===== src/rtl/sbox_share_scheduler.sv =====
// Round-robin scheduler that time-shares one pipelined two-share masked AES S-box core
// among N_REQ byte requesters, keeping share 0 and share 1 in disjoint datapaths.
module sbox_share_scheduler #(
    parameter int N_REQ = 4,
    parameter int LAT   = 3,
    parameter int RND_W = 8,
    localparam int ID_W = (N_REQ > 1) ? $clog2(N_REQ) : 1
) (
    input  logic                 clk,
    input  logic                 rst_n,
    input  logic [N_REQ-1:0]     req,
    input  logic [8*N_REQ-1:0]   din0,
    input  logic [8*N_REQ-1:0]   din1,
    output logic [N_REQ-1:0]     gnt,
    output logic [N_REQ-1:0]     busy,
    input  logic [RND_W-1:0]     rnd,
    input  logic                 rnd_valid,
    output logic                 rnd_ack,
    input  logic                 flush,
    output logic [7:0]           sb_in0,
    output logic [7:0]           sb_in1,
    output logic [RND_W-1:0]     sb_rnd,
    input  logic [7:0]           sb_out0,
    input  logic [7:0]           sb_out1,
    output logic                 rsp_valid,
    output logic [ID_W-1:0]      rsp_id,
    output logic [7:0]           rsp0,
    output logic [7:0]           rsp1
);

    logic [N_REQ-1:0] busy_q, busy_d;
    logic [ID_W-1:0]  ptr_q, ptr_d;
    logic [7:0]       sb_in0_q, sb_in0_d;
    logic [7:0]       sb_in1_q, sb_in1_d;
    logic [RND_W-1:0] sb_rnd_q, sb_rnd_d;
    logic [LAT:0]     tag_v_q, tag_v_d;
    logic [ID_W-1:0]  tag_id_q [LAT+1];
    logic [ID_W-1:0]  tag_id_d [LAT+1];

    logic [N_REQ-1:0] eligible;
    logic             any_elig;
    logic             issue;
    logic [ID_W-1:0]  win;
    logic [ID_W:0]    scan;

    assign eligible = req & ~busy_q;

    // Round-robin search starting at ptr_q, wrapping modulo N_REQ.
    always_comb begin
        // NOTE: every combinational output gets a default first so no path can infer a latch.
        win      = '0;
        any_elig = 1'b0;
        scan     = '0;
        for (int k = 0; k < N_REQ; k++) begin
            scan = {1'b0, ptr_q} + (ID_W+1)'(k);
            if (scan >= (ID_W+1)'(N_REQ)) begin
                scan = scan - (ID_W+1)'(N_REQ);
            end
            if (!any_elig && eligible[scan[ID_W-1:0]]) begin
                any_elig = 1'b1;
                win      = scan[ID_W-1:0];
            end
        end
    end

    assign issue   = any_elig & rnd_valid & ~flush;
    assign gnt     = issue ? (N_REQ'(1) << win) : '0;
    assign rnd_ack = issue;

    // Share datapaths: separate one-hot AND-OR muxes, selected only by the grant.
    always_comb begin
        sb_in0_d = '0;
        for (int i = 0; i < N_REQ; i++) begin
            if (gnt[i]) begin
                sb_in0_d = sb_in0_d | din0[8*i +: 8];
            end
        end
    end

    always_comb begin
        sb_in1_d = '0;
        for (int i = 0; i < N_REQ; i++) begin
            if (gnt[i]) begin
                sb_in1_d = sb_in1_d | din1[8*i +: 8];
            end
        end
    end

    assign sb_rnd_d = issue ? rnd : '0;

    always_comb begin
        busy_d      = busy_q;
        ptr_d       = ptr_q;
        tag_v_d     = {tag_v_q[LAT-1:0], issue};
        tag_id_d[0] = issue ? win : '0;
        for (int s = 1; s <= LAT; s++) begin
            tag_id_d[s] = tag_id_q[s-1];
        end
        if (tag_v_q[LAT]) begin
            busy_d[tag_id_q[LAT]] = 1'b0;
        end
        if (issue) begin
            busy_d = busy_d | gnt;
            ptr_d  = (win == ID_W'(N_REQ-1)) ? '0 : win + 1'b1;
        end
        if (flush) begin
            busy_d  = '0;
            tag_v_d = '0;
            for (int s = 0; s <= LAT; s++) begin
                tag_id_d[s] = '0;
            end
        end
    end

    always_ff @(posedge clk or negedge rst_n) begin
        if (!rst_n) begin
            busy_q   <= '0;
            ptr_q    <= '0;
            sb_in0_q <= '0;
            sb_in1_q <= '0;
            sb_rnd_q <= '0;
            tag_v_q  <= '0;
            // NOTE: the tag array is tiny control state, so it is reset like any other flop.
            for (int s = 0; s <= LAT; s++) begin
                tag_id_q[s] <= '0;
            end
        end else begin
            busy_q   <= busy_d;
            ptr_q    <= ptr_d;
            sb_in0_q <= sb_in0_d;
            sb_in1_q <= sb_in1_d;
            sb_rnd_q <= sb_rnd_d;
            tag_v_q  <= tag_v_d;
            for (int s = 0; s <= LAT; s++) begin
                tag_id_q[s] <= tag_id_d[s];
            end
        end
    end

    assign busy      = busy_q;
    assign sb_in0    = sb_in0_q;
    assign sb_in1    = sb_in1_q;
    assign sb_rnd    = sb_rnd_q;
    assign rsp_valid = tag_v_q[LAT];
    assign rsp_id    = tag_id_q[LAT];
    assign rsp0      = sb_out0 & {8{rsp_valid}};
    assign rsp1      = sb_out1 & {8{rsp_valid}};

endmodule


===== config.mk =====
export PLATFORM = sky130hd
export DESIGN_NAME = sbox_share_scheduler
export DESIGN_NICKNAME = d
export VERILOG_FILES = /design/src/rtl/sbox_share_scheduler.sv
export SDC_FILE = /design/constraint.sdc
export NUM_CORES = 1
export LEC_CHECK = 0
export ABC_CLOCK_PERIOD_IN_PS = 2700
export BUFFER_PORTS_ARGS = -buffer_cell sky130_fd_sc_hd__buf_2
export CAP_MARGIN = 20
export CORE_MARGIN = 3
export CORE_UTILIZATION = 41
export CTS_BUF_LIST = sky130_fd_sc_hd__clkbuf_16
export DETAILED_ROUTE_END_ITERATION = 7
export GPL_TIMING_DRIVEN = 0
export PLACE_DENSITY = 0.83
export SKIP_CTS_REPAIR_TIMING = 1
export SLEW_MARGIN = 20
export SYNTH_ARGS = -nofsm -noshare
export SYNTH_HDL_FRONTEND = slang
export SYNTH_SLANG_ARGS = --single-unit

===== constraint.sdc =====
create_clock -name clk -period 2.7 [get_ports clk]
set_clock_uncertainty 0.05 [all_clocks]
set_input_delay 0.54 -clock clk [delete_from_list [all_inputs] [get_ports clk]]
set_output_delay 0.54 -clock clk [all_outputs]
set_load 0.02 [all_outputs]

==> impl_results.md <==
- Worst slew margin: 0.383
- Initial Util: 0.427
- Via count: 2138
- Total GRT Usage: 0.208
- Worst Setup Path Type: reg2out
- Worst slew pin tran: 0.926 ns
- Commonest non-fill, non-tap cells in the layout: 145 x buf_2, 41 x dfrtp_1, 34 x a22oi_1
- ANT cells: 0
- Crit-path cells: nand2b_4 > a22o_1 > a211oi_4 > and2_4 > ha_2 > buf_12 > and2_4 > buf_6
- Clk pin slew, worst setup/hold paths: 0.06 ns
- Worst Path Buf+Inv: 2
- Synth Register Bits: 42
- Die span in x: 76.6 um
- Critical Path RT: 2.11 ns
- HPWL after DPL: 4500 um
- Vias/cell: 4.96
- Worst Hold Class: in2async
- Synth Cell Area: 2050 um2
- Final GP Congestion: 0.756
- Post-Synthesis Net Count: 289
- Die Ht: 76.6 um
- Slew Limit Fails: 0
- Commonest non-fill, non-tap cell in the layout: buf_2
- Main flop type after synthesis: dfrtp_1
- Cells after Synth: 189
- Fin nets: 463
- Clock buffer depth: 2
- Mapped Avg Cell Area: 10.8 um2
- Cell mode on critical path: and2_4
- Run status: complete, but fails checks
- Core Area: 4790 um2
- Final WL: 6480 um
- DIE AREA: 5870 um2
- Share of layout cells above drive strength 1: 0.577
- Setup ws final: -0.0337 ns
- CP startpoint: busy[1]$_DFF_PN0_
- Worst vdd ir: 0.437 mV
- Largest delay share family, worst path: compound AO/OA/AOI/OAI gates
- Total CTS buffers: 5
- H-tree levels: 2
- Row count: 25
- Violated checks: negative setup slack
- Fin crit share: 1.01
- Distinct cells, synth: 28
- Final setup fails: 3
- First-pass GRT wire length: 9760 um
- GR Overflow Total: 0
- CTS sink cnt: 42
- DRC violations left: 0
- Worst-path fanout max: 11
- Final setup TNS: -0.0680 ns
- Router iterations before antenna repair: 4
- Worst path arrival time: 2.14 ns
- Filler cells: 391
- Wirelength per Cell: 15.0 um
- Power Density: 816 nW/um2
- RSZ-0062 raised after global routing: yes
- Power Total: 2.72 mW
- Largest net degree at the start of global routing: 43
- Hold Vio Cnt, Final: 0
- FFs w/ async S/R, synth: 1.00
- Clock Latency Late Sink: 0.28 ns
- Seq/Total Area, Yosys: 0.514
- Dpl cell area: 2870 um2
- Launching point of the worst reg2reg path: busy[2]$_DFF_PN0_
- I/O Pins: 148
- Synth warn: 0
- EDFF count, synth: 0
- Crit. End Element: output pin
- Final ANT Viol Nets: 0
- 1st-iter DRT viols: 80
- Leak Pwr: 1.83 nW
- Vias in the first global route: 2109
- # Max-Cap Violations: 0
- Register area: 1050 um2
- CTS tree: done
- Startpoint types: flip-flop
- PortBufs: 147
- Area of the multi-input gates: 945 um2
- Cell area after layout: 3340 um2
- Initial antenna violation count: 0
- Clk root buf: clkbuf_16
- Fmax: 366 MHz
- Min Tclk post-route: 2.73 ns
- Layout area overhead: 63.1%
- Largest stage delay, worst path: 0.41 ns
- Critical path's slowest cell: dfrtp_1
==> synth_stat cells (2+ instances only) <==
cell	n	area (um2)
a21oi_1	20	100
ha_1	4	50.1
nor2_1	4	15.0
buf_4	2	15.0
nor2b_1	11	68.8
nand2b_1	3	18.8
inv_1	4	15.0
nand2b_4	4	55.1
buf_2	5	25.0
and2_1	28	175
buf_6	2	22.5
a22oi_1	34	255
o21ai_0	3	15.0
nand2_1	4	15.0
dfrtp_1	42	1050
clkbuf_1	7	26.3
==> through the flow <==
step	setup slack, ns	hold slack (ns)	util	instances
2_1_floorplan	0.0612	0.194	-	189
3_3_place_gp	-0.415	0.392	0.599	403
3_5_place_dp	-0.491	0.401	0.599	403
4_1_cts	-0.605	0.382	0.635	411
5_1_grt	-0.108	0.410	0.697	431
6_report	-0.0337	0.351	0.697	431
==> flip-flops by register name, indices dropped and copies added (netlist names) <==
name      flops
sb_in0        8
sb_in1        8
sb_rnd        8
tag_id_q      6
busy          4
tag_v_q       4
ptr_q         2
rsp_id        2
==> worst paths after layout <==
kind	end	slack (ns)	cells after the start
setup / recovery	gnt[1]	-0.03	8
hold / removal	sb_in0[7]$_DFF_PN0_	0.35	1
setup reg to reg	sb_in0[5]$_DFF_PN0_	0.43	10
hold reg to reg	tag_v_q[1]$_DFF_PN0_	0.41	1
max in group asynchronous	ptr_q[1]$_DFFE_PN0N_	1.61	1
min in group clk	sb_rnd[1]$_DFF_PN0_	0.41	2
==> worst register-to-register path, delay by kind of cell, from the launching register on <==
family	cells	cell delay, ns
buffers and inverters	3	0.44
DFF	1	0.40
adders and majority gates	1	0.19
AOI/OAI and AO/OA	3	0.37
and+or+nand+nor	3	0.68
==> layout make-up <==
class	instances	area share
clock inverter	3	0.0131
clock buffer	5	0.0375
sequential	42	0.315
buffer	12	0.0401
inverter	5	0.00787
timing repair buffer	171	0.278
multi-input combinational	126	0.283
tap	67	0.0251
==> report_power, final <==
| group | leakage, nW | switching, mW | total [mW] | internal, mW |
|---|---|---|---|---|
| logic | 1.18 | 0.624 | 1.28 | 0.658 |
| registers | 0.566 | 0.0488 | 0.759 | 0.710 |
| clock network | 0.0842 | 0.245 | 0.683 | 0.438 |
==> layer usage <==
| layer | track usage | up-vias | routed length, um |
|---|---|---|---|
| met4 | 0.0815 | 0 | 145 |
| met1 | 0.236 | 1012 | 2480 |
| met2 | 0.359 | 108 | 3310 |
| met3 | 0.0686 | 14 | 539 |
| li1 | - | 1004 | - |
| met5 | 0 | - | 0 |
==> logic make-up (layout without fill, tap and decap cells) <==
family	after synthesis	count (layout)	synth area share
muxes	1	1	0.00734
adders and majority gates	4	4	0.0245
DFF	42	42	0.514
buffers and inverters	21	196	0.0563
and+or+nand+nor	60	60	0.199
AOI/OAI and AO/OA	61	61	0.199
No activity file was read; power rests on OpenSTA's default activity.
